--- src/rtl/mem_loader_if.sv ---
`default_nettype none
// ============================================================================
// Module     : mem_loader_if
// Description: Bundles the loader's byte-stream input (rx_data/rx_valid/
//              rx_ready) and the instruction-memory loader write port
//              (mem_loader_write_addr/data/en).
//              master : the loader (consumes RX bytes, drives memory writes)
//              slave  : the environment (RX source + instruction memory)
// Revision   : 1.0 - initial release
// ============================================================================
interface mem_loader_if;
    logic [7:0]  rx_data;
    logic        rx_valid;
    logic        rx_ready;
    logic [31:0] mem_loader_write_addr;
    logic [7:0]  mem_loader_write_data;
    logic        mem_loader_write_en;

    modport master (
        input  rx_data,
        input  rx_valid,
        output rx_ready,
        output mem_loader_write_addr,
        output mem_loader_write_data,
        output mem_loader_write_en
    );

    modport slave (
        output rx_data,
        output rx_valid,
        input  rx_ready,
        input  mem_loader_write_addr,
        input  mem_loader_write_data,
        input  mem_loader_write_en
    );
endinterface
`default_nettype wire

--- src/rtl/mem_loader.sv ---
`default_nettype none
// ============================================================================
// Module     : mem_loader
// Description: Byte-stream program loader. Parses frames of the form
//              MAGIC, 4-byte little-endian length, payload[, checksum]
//              and writes each payload byte to the instruction memory's
//              loader port. Holds the CPU in reset while a frame is in
//              progress and after a rejected frame.
//              Optional feature macro: MEM_LOADER_CHECKSUM_EN -- when
//              defined, a trailing checksum byte is required such that
//              (sum(payload) + checksum) mod 256 == 0.
// Ports      : clk        - system clock
//              rst_n      - asynchronous active-low reset
//              bus        - mem_loader_if.master (RX stream + write port)
//              cpu_rst_n  - active-low CPU reset request
//              busy       - frame in progress
//              done       - last frame loaded successfully (sticky)
//              error      - last frame rejected (sticky)
// Revision   : 1.0 - initial release
// ============================================================================
module mem_loader #(
    parameter int unsigned MEMORY_SIZE = 8196,
    parameter logic [7:0]  MAGIC       = 8'hA5,
    parameter logic [31:0] BASE_ADDR   = 32'h0
) (
    input  logic         clk,
    input  logic         rst_n,
    mem_loader_if.master bus,
    output logic         cpu_rst_n,
    output logic         busy,
    output logic         done,
    output logic         error
);

    typedef enum logic [2:0] {
        S_IDLE  = 3'd0,
        S_LEN   = 3'd1,
        S_DATA  = 3'd2,
`ifdef MEM_LOADER_CHECKSUM_EN
        S_CSUM  = 3'd3,
`endif
        S_DONE  = 3'd4,
        S_ERROR = 3'd5
    } state_t;

    localparam logic [31:0] c_mem_size = 32'(MEMORY_SIZE);

    // State reached once the payload (possibly empty) has been consumed.
`ifdef MEM_LOADER_CHECKSUM_EN
    localparam state_t c_after_payload = S_CSUM;
`else
    localparam state_t c_after_payload = S_DONE;
`endif

    state_t      r_state;
    state_t      w_state_next;
    logic [31:0] r_len;
    logic [1:0]  r_len_idx;
    logic [31:0] r_cnt;
    logic        r_wr_en;
    logic [31:0] r_wr_addr;
    logic [7:0]  r_wr_data;
`ifdef MEM_LOADER_CHECKSUM_EN
    logic [7:0]  r_acc;
    logic [7:0]  w_csum_total;
`endif

    // Bytes are never back-pressured, so every valid byte is consumed.
    logic        w_fire;
    logic        w_start;
    logic        w_last_data;
    logic [31:0] w_len_full;

    assign bus.rx_ready = 1'b1;
    assign w_fire       = bus.rx_valid;
    assign w_start      = w_fire && (bus.rx_data == MAGIC);
    assign w_last_data  = (r_cnt == (r_len - 32'd1));
    // Full length as it will be once the current (4th) length byte lands.
    assign w_len_full   = {bus.rx_data, r_len[23:0]};
`ifdef MEM_LOADER_CHECKSUM_EN
    assign w_csum_total = r_acc + bus.rx_data;
`endif

    assign bus.mem_loader_write_en   = r_wr_en;
    assign bus.mem_loader_write_addr = r_wr_addr;
    assign bus.mem_loader_write_data = r_wr_data;

    // ------------------------------------------------------------------
    // State register
    // ------------------------------------------------------------------
    always_ff @(posedge clk or negedge rst_n) begin
        if (!rst_n) begin
            r_state <= S_IDLE;
        end else begin
            r_state <= w_state_next;
        end
    end

    // ------------------------------------------------------------------
    // Next-state and status decode
    // ------------------------------------------------------------------
    always_comb begin
        w_state_next = r_state;
        busy         = 1'b0;
        done         = 1'b0;
        error        = 1'b0;
        cpu_rst_n    = 1'b1;

        case (r_state)
            S_IDLE, S_DONE, S_ERROR: begin
                if (w_start) begin
                    w_state_next = S_LEN;
                end
            end
            S_LEN: begin
                if (w_fire && (r_len_idx == 2'd3)) begin
                    if (w_len_full > c_mem_size) begin
                        w_state_next = S_ERROR;
                    end else if (w_len_full == 32'd0) begin
                        w_state_next = c_after_payload;
                    end else begin
                        w_state_next = S_DATA;
                    end
                end
            end
            S_DATA: begin
                if (w_fire && w_last_data) begin
                    w_state_next = c_after_payload;
                end
            end
`ifdef MEM_LOADER_CHECKSUM_EN
            S_CSUM: begin
                if (w_fire) begin
                    w_state_next = (w_csum_total == 8'h00) ? S_DONE : S_ERROR;
                end
            end
`endif
            default: w_state_next = S_IDLE;
        endcase

        // Status is a pure decode of the registered state, so it changes
        // on the same edge that the state does.
        case (r_state)
            S_DONE:  done  = 1'b1;
            S_ERROR: error = 1'b1;
            S_IDLE:  ;
            default: busy  = 1'b1;
        endcase
        cpu_rst_n = !(busy || error);
    end

    // ------------------------------------------------------------------
    // Datapath: length capture, payload indexing, registered write port
    // ------------------------------------------------------------------
    always_ff @(posedge clk or negedge rst_n) begin
        if (!rst_n) begin
            r_len     <= 32'd0;
            r_len_idx <= 2'd0;
            r_cnt     <= 32'd0;
            r_wr_en   <= 1'b0;
            r_wr_addr <= 32'd0;
            r_wr_data <= 8'd0;
`ifdef MEM_LOADER_CHECKSUM_EN
            r_acc     <= 8'd0;
`endif
        end else begin
            r_wr_en <= 1'b0;
            case (r_state)
                S_IDLE, S_DONE, S_ERROR: begin
                    if (w_start) begin
                        r_len_idx <= 2'd0;
                        r_cnt     <= 32'd0;
`ifdef MEM_LOADER_CHECKSUM_EN
                        r_acc     <= 8'd0;
`endif
                    end
                end
                S_LEN: begin
                    if (w_fire) begin
                        r_len[{r_len_idx, 3'b000} +: 8] <= bus.rx_data;
                        r_len_idx                       <= r_len_idx + 2'd1;
                    end
                end
                S_DATA: begin
                    if (w_fire) begin
                        r_wr_en   <= 1'b1;
                        r_wr_addr <= BASE_ADDR + r_cnt;
                        r_wr_data <= bus.rx_data;
                        r_cnt     <= r_cnt + 32'd1;
`ifdef MEM_LOADER_CHECKSUM_EN
                        r_acc     <= r_acc + bus.rx_data;
`endif
                    end
                end
                default: ;
            endcase
        end
    end

endmodule
`default_nettype wire

--- src/flat_wrapper.sv ---
// flat-port wrapper written by rule: the top's interface ports become plain ports
module mem_loader_flat 
#(
    parameter int unsigned MEMORY_SIZE = 8196,
    parameter logic [7:0]  MAGIC       = 8'hA5,
    parameter logic [31:0] BASE_ADDR   = 32'h0
)
  (clk, rst_n, cpu_rst_n, busy, done, error, bus_rx_data, bus_rx_valid, bus_rx_ready, bus_mem_loader_write_addr, bus_mem_loader_write_data, bus_mem_loader_write_en);
  mem_loader_if bus_i ();
  input  logic clk;
  input  logic rst_n;
  output logic cpu_rst_n;
  output logic busy;
  output logic done;
  output logic error;
  input wire logic [$bits(bus_i.rx_data)-1:0] bus_rx_data;
  input wire logic [$bits(bus_i.rx_valid)-1:0] bus_rx_valid;
  output wire logic [$bits(bus_i.rx_ready)-1:0] bus_rx_ready;
  output wire logic [$bits(bus_i.mem_loader_write_addr)-1:0] bus_mem_loader_write_addr;
  output wire logic [$bits(bus_i.mem_loader_write_data)-1:0] bus_mem_loader_write_data;
  output wire logic [$bits(bus_i.mem_loader_write_en)-1:0] bus_mem_loader_write_en;
  assign bus_i.rx_data = bus_rx_data;
  assign bus_i.rx_valid = bus_rx_valid;
  assign bus_rx_ready = bus_i.rx_ready;
  assign bus_mem_loader_write_addr = bus_i.mem_loader_write_addr;
  assign bus_mem_loader_write_data = bus_i.mem_loader_write_data;
  assign bus_mem_loader_write_en = bus_i.mem_loader_write_en;
  mem_loader #(.MEMORY_SIZE(MEMORY_SIZE), .MAGIC(MAGIC), .BASE_ADDR(BASE_ADDR)) u_core (.clk(clk), .rst_n(rst_n), .bus(bus_i), .cpu_rst_n(cpu_rst_n), .busy(busy), .done(done), .error(error));
endmodule
--- config.mk ---
export PLATFORM = sky130hd
export DESIGN_NAME = mem_loader_flat
export DESIGN_NICKNAME = d
export VERILOG_FILES = /design/src/rtl/mem_loader_if.sv /design/src/rtl/mem_loader.sv /design/src/flat_wrapper.sv
export SDC_FILE = /design/constraint.sdc
export NUM_CORES = 1
export LEC_CHECK = 0
export ABC_AREA = 1
export CAP_MARGIN = 10
export CORE_UTILIZATION = 53
export CTS_CLUSTER_SIZE = 24
export DETAILED_ROUTE_END_ITERATION = 8
export HOLD_SLACK_MARGIN = 0.06
export PLACE_DENSITY = 0.77
export REMOVE_ABC_BUFFERS = 1
export SYNTH_ARGS = -nofsm -noshare
export SYNTH_HDL_FRONTEND = slang
export SYNTH_SLANG_ARGS = --single-unit
--- constraint.sdc ---
create_clock -name clk -period 2.05 [get_ports clk]
set_input_delay 0.3075 -clock clk [delete_from_list [all_inputs] [get_ports clk]]
set_output_delay 0.3075 -clock clk [all_outputs]
set_load 0.05 [all_outputs]
==> results by group, run 1 <==
Status
  • Status: finished with violations
  • Failing checks: negative setup slack

Yosys
  • Average size of a mapped cell: 7.04 sq um
  • Register bit count reported by yosys: 110
  • FFs w/ async S/R, synth: 100%
  • Number of synthesized flops with an enable pin: 0
  • Primary FF master, synth: dfrtp_1
  • Cell variety after synth: 38
  • Mapped Area: 6770 sq um
  • Mapped Cells: 961
  • Synth top area share: 40.7%
  • Synth area leader: dfrtp_1
  • Sequential-to-total area share from yosys stat: 40.7%
  • Synth area leaders: dfrtp_1 41%, nand2_1 15%, o21ai_0 6.7%, inv_1 6.7%, nor2_1 6.1%
  • Synth warn: 0

Critical path
  • Worst setup SP type: flip-flop
  • CP Capture Point: u_core.r_state[0]
  • Cells on worst reg2reg path: 20
  • Worst EP arrival: 2.49 ns
  • CP endpoint kind: flip-flop
  • Req. time, crit path: 2.30 ns
  • Reg2reg setup slack: -0.19 ns
  • RR Endpoint: u_core.r_state[0]
  • Setup Crit Path Kind: flip-flop to flip-flop
  • Reg-to-Reg Start: u_core.r_len[1]
  • Worst Path Max Fanout: 4
  • Setup crit start: u_core.r_len[1]

Drt
  • WL/cell: 16.0 um
  • Total vias in the final route: 7300
  • ANT nets after route: 0
  • Via density: 5.47
  • Routed wire length: 21400 um
  • Pre-Repair DR Iteration Count: 6
  • Starting DRT DRC Count: 674
  • # DRC: 0

Floorplanning
  • Boundary pin count: 57
  • Die height: 115 um
  • Die width: 115 um
  • Die area: 13200 sq um
  • # rows: 40
  • Starting Density: 55.4%
  • Core area: 12200 sq um

Placed design
  • Placed wire-length estimate: 16400 um
  • GPL Wtd Cong: 0.969
  • Pre-CTS WS: -0.307 ns
  • # port buffers: 55

Final layout
  • Multi-input logic area: 3670 sq um
  • # nets final: 1180
  • Share of cells above drive strength 1: 21.9%
  • Area grow syn2layout: 35.9%
  • # diodes: 0
  • FF/Latch Area: 2760 sq um
  • Filler cells: 955

Timing
  • Tmin final: 2.24 ns
  • Fin worst setup slack: -0.188 ns
  • Worst Hold Slack: 0.480 ns
  • Fin crit share: 109%
  • Unrepaired setup endpoints after global routing: true
  • Setup Skew: 0.0103 ns
  • Hold Vio Cnt, Final: 0
  • Slew HR: 65.1%
  • Worst Tran Pin Value: 0.524 ns
  • Slew Viols, Final: 0
  • Fmax: 447 MHz
  • Final setup violation count: 5

Clock tree
  • CTS max path bufs: 2
  • Root buf cell: clkbuf_16
  • Skew-Pair Late Insertion Delay: 0.36 ns
  • CTS buffer count: 9
  • TritonCTS clock tree: done
  • Clock transition at the registers of the reported paths: 0.07 ns
  • CTS sink cnt: 110
  • CTS H-tree lvls: 3

Run
  • Total of max-cap violations: 0

Global route
  • Largest net degree at the start of global routing: 76
  • Initial antenna violation count: 0
  • Wire length of the first global-routing pass: 34400 um
  • Tot GR Track Use: 34.2%
  • Vias in the first global route: 6904
  • Total grt overflow: 0

Worst hold path
  • Hold Crit Class: primary input to async pin

Power and ir drop
  • Leak: 4.64 nW
  • Max rail drop VDD: 0.922 mV
  • Power per Cell Area: 1340 nW/um^2
## cells in the final DEF (no fill, tap or decap), types with 6 or more instances in the layout
master | netlist | final
nor2_2 | 11 | 20
nand2_1 | 272 | 258
buf_4 | 2 | 149
nor2_1 | 110 | 92
xor2_1 | 15 | 15
ha_1 | 8 | 6
inv_2 | 2 | 8
nor3_1 | 22 | 21
nor2_4 | 3 | 12
clkdlybuf4s50_1 | 0 | 50
nand3b_1 | 9 | 9
o31ai_1 | 10 | 10
xnor2_1 | 12 | 12
nand4_1 | 25 | 25
inv_1 | 120 | 113
a21oi_1 | 15 | 14
nor4_1 | 9 | 6
o21ai_1 | 3 | 6
clkbuf_16 | 0 | 9
o21a_1 | 7 | 7
nand3_1 | 68 | 66
nand2_2 | 2 | 13
o21ai_0 | 91 | 86
dfrtp_1 | 110 | 107
## synth_stat cells (2+ instances only)
| master | count |
|---|---|
| buf_2 | 7 |
| a21oi_1 | 15 |
| o21ai_1 | 3 |
| nand2_1 | 272 |
| nor2_4 | 3 |
| inv_1 | 120 |
| nor4_1 | 9 |
| nand4_1 | 25 |
| nor2_8 | 2 |
| ha_1 | 8 |
| clkbuf_1 | 12 |
| nor3_1 | 22 |
| nand3_1 | 68 |
| nand2_2 | 2 |
| o21ai_0 | 91 |
| nor3_4 | 2 |
| nand3b_1 | 9 |
| o21a_1 | 7 |
| nor2_1 | 110 |
| buf_4 | 2 |
| nor2_2 | 11 |
| xnor2_1 | 12 |
| o31ai_1 | 10 |
| xor2_1 | 15 |
| dfrtp_1 | 110 |
| inv_2 | 2 |
## critical path: stages, from the launching register on
cell and delay [ns]:
dfrtp_1 0.42, inv_2 0.10, ha_4 0.17, inv_4 0.05, buf_6 0.12, nor2_4 0.10, nand2_1 0.05, nand2_1 0.05
nand2_1 0.06, nor2_2 0.12, nand2_1 0.06, nor2_1 0.09, nand2_1 0.08, nor2_2 0.09, nand2_1 0.05, nor2_1 0.11
nand2_2 0.13, nand2_4 0.11, nand2_2 0.05, nand2_1 0.07, nand2_1 0.05
## per-stage QoR
step                      util (%)  setup TNS [ns]  power, mW  area (sq um)  cells
final                         75.3          -0.519       12.4          9200   1334
after global routing          75.3           -1.25       13.2          9200   1334
after CTS                     74.1          -0.179       12.1          9040   1331
after detailed placement      70.2           -4.66       9.63          8570   1307
after global placement        70.2           -3.64       9.50          8570   1307
after floorplan                  -           -3.66       6.51          6680    940
## metal layers
| metal | vias up | wire, um | GRT usage, % |
|---|---|---|---|
| met5 | - | 0 | 0 |
| met4 | 0 | 841 | 15.2 |
| met3 | 68 | 1640 | 6.69 |
| met2 | 315 | 9900 | 55.7 |
| met1 | 3414 | 8970 | 44.4 |
| li1 | 3503 | - | - |
## registers in the layout, indices dropped and copies added, names as in the netlist
name and cells:
u_core.bus.mem_loader_write_addr 32, u_core.r_len 32, u_core.bus.mem_loader_write_data 8, u_core.r_state 3
u_core.r_cnt 32, u_core.r_len_idx 2, u_core.bus.mem_loader_write_en 1
## power breakdown
| part | switching [mW] | total, mW | leakage (nW) | internal (mW) |
|---|---|---|---|---|
| sequential | 0.509 | 3.08 | 1.37 | 2.57 |
| combinational | 4.15 | 7.47 | 3.13 | 3.32 |
| clock | 0.815 | 1.80 | 0.151 | 0.990 |
## layout make-up
| cell class | count | share of cell area, % |
|---|---|---|
| clock inverter | 6 | 0.734 |
| clock buffer | 10 | 2.60 |
| inverter | 123 | 5.07 |
| timing repair buffer | 210 | 19.4 |
| tap | 168 | 2.28 |
| sequential | 110 | 30.0 |
| multi-input combinational | 707 | 39.9 |
## logic make-up (layout without fill, tap and decap cells)
family,Yosys count,after routing,synth area share [%]
flip-flops,110,110,40.7
buffers and inverters,144,349,8.26
AO/OA/AOI/OAI,131,131,10.5
adder cells (fa/ha/maj),8,8,1.48
other,1,1,0.0554
XOR/XNOR,27,27,3.49
AND/OR/NAND/NOR,540,540,35.5
## worst min-delay path by stage
stage	from	end	cells past startpoint
final	rst_n	u_core.r_cnt[28]	2
after global routing	u_core.bus.mem_loader_write_addr[23]	u_core.bus.mem_loader_write_addr[23]	2
after global placement	rst_n	u_core.bus.mem_loader_write_addr[24]	1
after detailed placement	rst_n	u_core.bus.mem_loader_write_addr[24]	1
after CTS	u_core.bus.mem_loader_write_data[7]	u_core.bus.mem_loader_write_data[7]	2
after floorplan	rst_n	u_core.bus.mem_loader_write_addr[0]	0
## timing repair
| item | CTS | global route |
|---|---|---|
| hold buffers | 1 | 0 |
| resized for setup | 36 | 42 |
| setup endpoints to repair | 9 | 44 |
| endpoints found under the hold margin | 36 | 0 |
| buffers inserted | 7 | 3 |
| pin swaps | 8 | 22 |
Power figures use the tool's default switching activity.
==> run 2: changes to the inputs <==
--- a/config.mk
+++ b/config.mk
@@ -8,6 +8,7 @@
 export ABC_AREA = 1
 export CAP_MARGIN = 10
 export CORE_UTILIZATION = 53
+export CTS_BUF_LIST = sky130_fd_sc_hd__clkbuf_16
 export CTS_CLUSTER_SIZE = 24
 export DETAILED_ROUTE_END_ITERATION = 8
 export HOLD_SLACK_MARGIN = 0.06
==> results by group, run 2 (same netlist as run 1, synthesis figures left out) <==
Status
  • Status: finished with violations (unchanged)
  • Failing checks: negative setup slack (unchanged)

Critical path
  • Cells on worst reg2reg path: 20 (unchanged)
  • Setup Crit Path Kind: flip-flop to flip-flop (unchanged)
  • RR Endpoint: u_core.r_state[0] (unchanged)
  • Req. time, crit path: 2.30 ns (about the same)
  • CP endpoint kind: flip-flop (unchanged)
  • Worst setup SP type: flip-flop (unchanged)
  • Worst EP arrival: 2.47 ns (was 2.49 ns)
  • Reg2reg setup slack: -0.17 ns (was -0.19 ns)
  • Worst Path Max Fanout: 4 (unchanged)
  • Reg-to-Reg Start: u_core.r_len[1] (unchanged)

Timing
  • Hold Vio Cnt, Final: 0 (unchanged)
  • Setup TNS: -0.462 ns (was -0.519 ns)
  • Tmin final: 2.22 ns (was 2.24 ns)
  • Slew HR: 65.0% (was 65.1%)
  • Fin worst setup slack: -0.169 ns (was -0.188 ns)
  • Setup Skew: 0.00981 ns (was 0.0103 ns)
  • Final setup violation count: 5 (unchanged)
  • Worst Hold Slack: 0.479 ns (was 0.480 ns)
  • Slew Viols, Final: 0 (unchanged)
  • Worst Tran Pin Value: 0.525 ns (was 0.524 ns)
  • Fin crit share: 108% (was 109%)
  • Fmax: 451 MHz (was 447 MHz)
  • Unrepaired setup endpoints after global routing: true (unchanged)

Drt
  • Routed wire length: 21300 um (was 21400 um)
  • ANT nets after route: 0 (unchanged)
  • WL/cell: 15.9 um (was 16.0 um)
  • Pre-Repair DR Iteration Count: 5 (was 6)
  • # DRC: 0 (unchanged)
  • Via density: 5.48 (was 5.47)
  • Total vias in the final route: 7305 (was 7300)
  • Starting DRT DRC Count: 702 (was 674)

Placed design
  • GPL Wtd Cong: 0.969 (unchanged)
  • DP Cell Count: 1307 (unchanged)
  • Placed wire-length estimate: 16400 um (unchanged)
  • # port buffers: 55 (unchanged)

Clock tree
  • CTS H-tree lvls: 3 (unchanged)
  • Root buf cell: clkbuf_16 (unchanged)
  • CTS max path bufs: 2 (unchanged)
  • Skew-Pair Late Insertion Delay: 0.36 ns (about the same)
  • CTS sink cnt: 110 (unchanged)
  • TritonCTS clock tree: done (unchanged)
  • CTS buffer count: 9 (unchanged)
  • Clock transition at the registers of the reported paths: 0.07 ns (about the same)

Final layout
  • # nets final: 1180 (unchanged)
  • Share of cells above drive strength 1: 21.8% (was 21.9%)
  • Area grow syn2layout: 35.7% (was 35.9%)
  • Commonest non-fill, non-tap cells in the layout: 258 x nand2_1, 149 x buf_4, 113 x inv_1 (unchanged)
  • Most common cell after layout, fill and taps aside: nand2_1 (unchanged)
  • Fin cells: 1334 (unchanged)
  • # diodes: 0 (unchanged)
  • Filler cells: 957 (was 955)
  • Util after Layout: 75.3% (about the same)

Floorplanning
  • Die height: 115 um (unchanged)
  • Boundary pin count: 57 (unchanged)
  • Die area: 13200 sq um (unchanged)
  • Core area: 12200 sq um (unchanged)
  • # rows: 40 (unchanged)
  • Die width: 115 um (unchanged)
  • Starting Density: 55.4% (unchanged)

Global route
  • Wire length of the first global-routing pass: 34400 um (about the same)
  • Total grt overflow: 0 (unchanged)
  • Largest net degree at the start of global routing: 76 (unchanged)
  • Initial antenna violation count: 0 (unchanged)
  • Tot GR Track Use: 34.2% (about the same)
  • Vias in the first global route: 6903 (was 6904)

Power and ir drop
  • Power per Cell Area: 1340 nW/um^2 (about the same)
  • Max rail drop VDD: 0.919 mV (was 0.922 mV)
  • Leak: 4.64 nW (about the same)

Run
  • Total of max-cap violations: 0 (unchanged)

Worst hold path
  • Hold Crit Class: primary input to async pin (unchanged)
[run 2: worst max-delay path by stage]
| stage | from | cells past startpoint | end |
|---|---|---|---|
| after floorplan | u_core.r_state[2] | 8 | u_core.r_cnt[6] |
| after global placement | bus_rx_valid | 17 | u_core.r_state[0] |
| after detailed placement | bus_rx_valid | 17 | u_core.r_state[0] |
| after CTS | u_core.r_len[1] | 20 | u_core.r_state[0] |
| after global routing | u_core.r_len[7] | 18 | u_core.r_state[0] |
| final | u_core.r_len[1] | 20 | u_core.r_state[0] |
[run 2: per-stage QoR]
step / power [mW] / area [sq um] / setup slack (ns)
3_5_place_dp: 9.63 / 8570 / -0.307
5_1_grt: 13.2 / 9190 / -0.323
6_report: 12.3 / 9190 / -0.169
2_1_floorplan: 6.51 / 6680 / -0.360
3_3_place_gp: 9.50 / 8570 / -0.320
4_1_cts: 12.0 / 9030 / -0.0951
[run 2: area by class of cell]
type | count | area (sq um) | share of cell area, %
Sequential cell | 110 | 2760 | 30.0
Clock buffer | 9 | 225 | 2.45
Timing Repair Buffer | 210 | 1790 | 19.4
Multi-Input combinational cell | 707 | 3670 | 40.0
Inverter | 123 | 467 | 5.08
Clock inverter | 7 | 71.3 | 0.776
Tap cell | 168 | 210 | 2.29
[run 2: repair_timing]
action	CTS	global route
pin swaps	8	22
endpoints found under the setup margin	9	44
setup buffers	7	3
resized for setup	36	42
endpoints found under the hold margin	36	0
hold buffers	1	0
[run 2: worst max-delay path, cell delays in order (launching register included)]
cell and delay, ns:
dfrtp_1 0.42, inv_2 0.10, ha_4 0.17, inv_4 0.05
buf_6 0.12, nand2_4 0.05, nand2_2 0.04, nand2_1 0.06
nand2_1 0.05, nor2_1 0.10, nand3_1 0.10, nor2_1 0.12
nand2_1 0.08, nor2_2 0.09, nand2_1 0.05, nor2_1 0.11
nand2_2 0.12, nand2_4 0.10, nand2_2 0.05, nand2_1 0.07
nand2_1 0.05
[run 2: where the power goes]
part	switching (mW)	internal, mW	total, mW
sequential	0.508	2.57	3.08
combinational	4.15	3.32	7.47
clock	0.821	0.952	1.77
[run 2: metal layers]
| metal | vias to the layer above | track usage [%] | share of wire (%) |
|---|---|---|---|
| met1 | 3394 | 44.3 | 42 |
| met2 | 349 | 55.7 | 46 |
| met5 | - | 0 | 0 |
| met4 | 0 | 15.2 | 3.7 |
| li1 | 3504 | - | - |
| met3 | 58 | 6.69 | 7.6 |
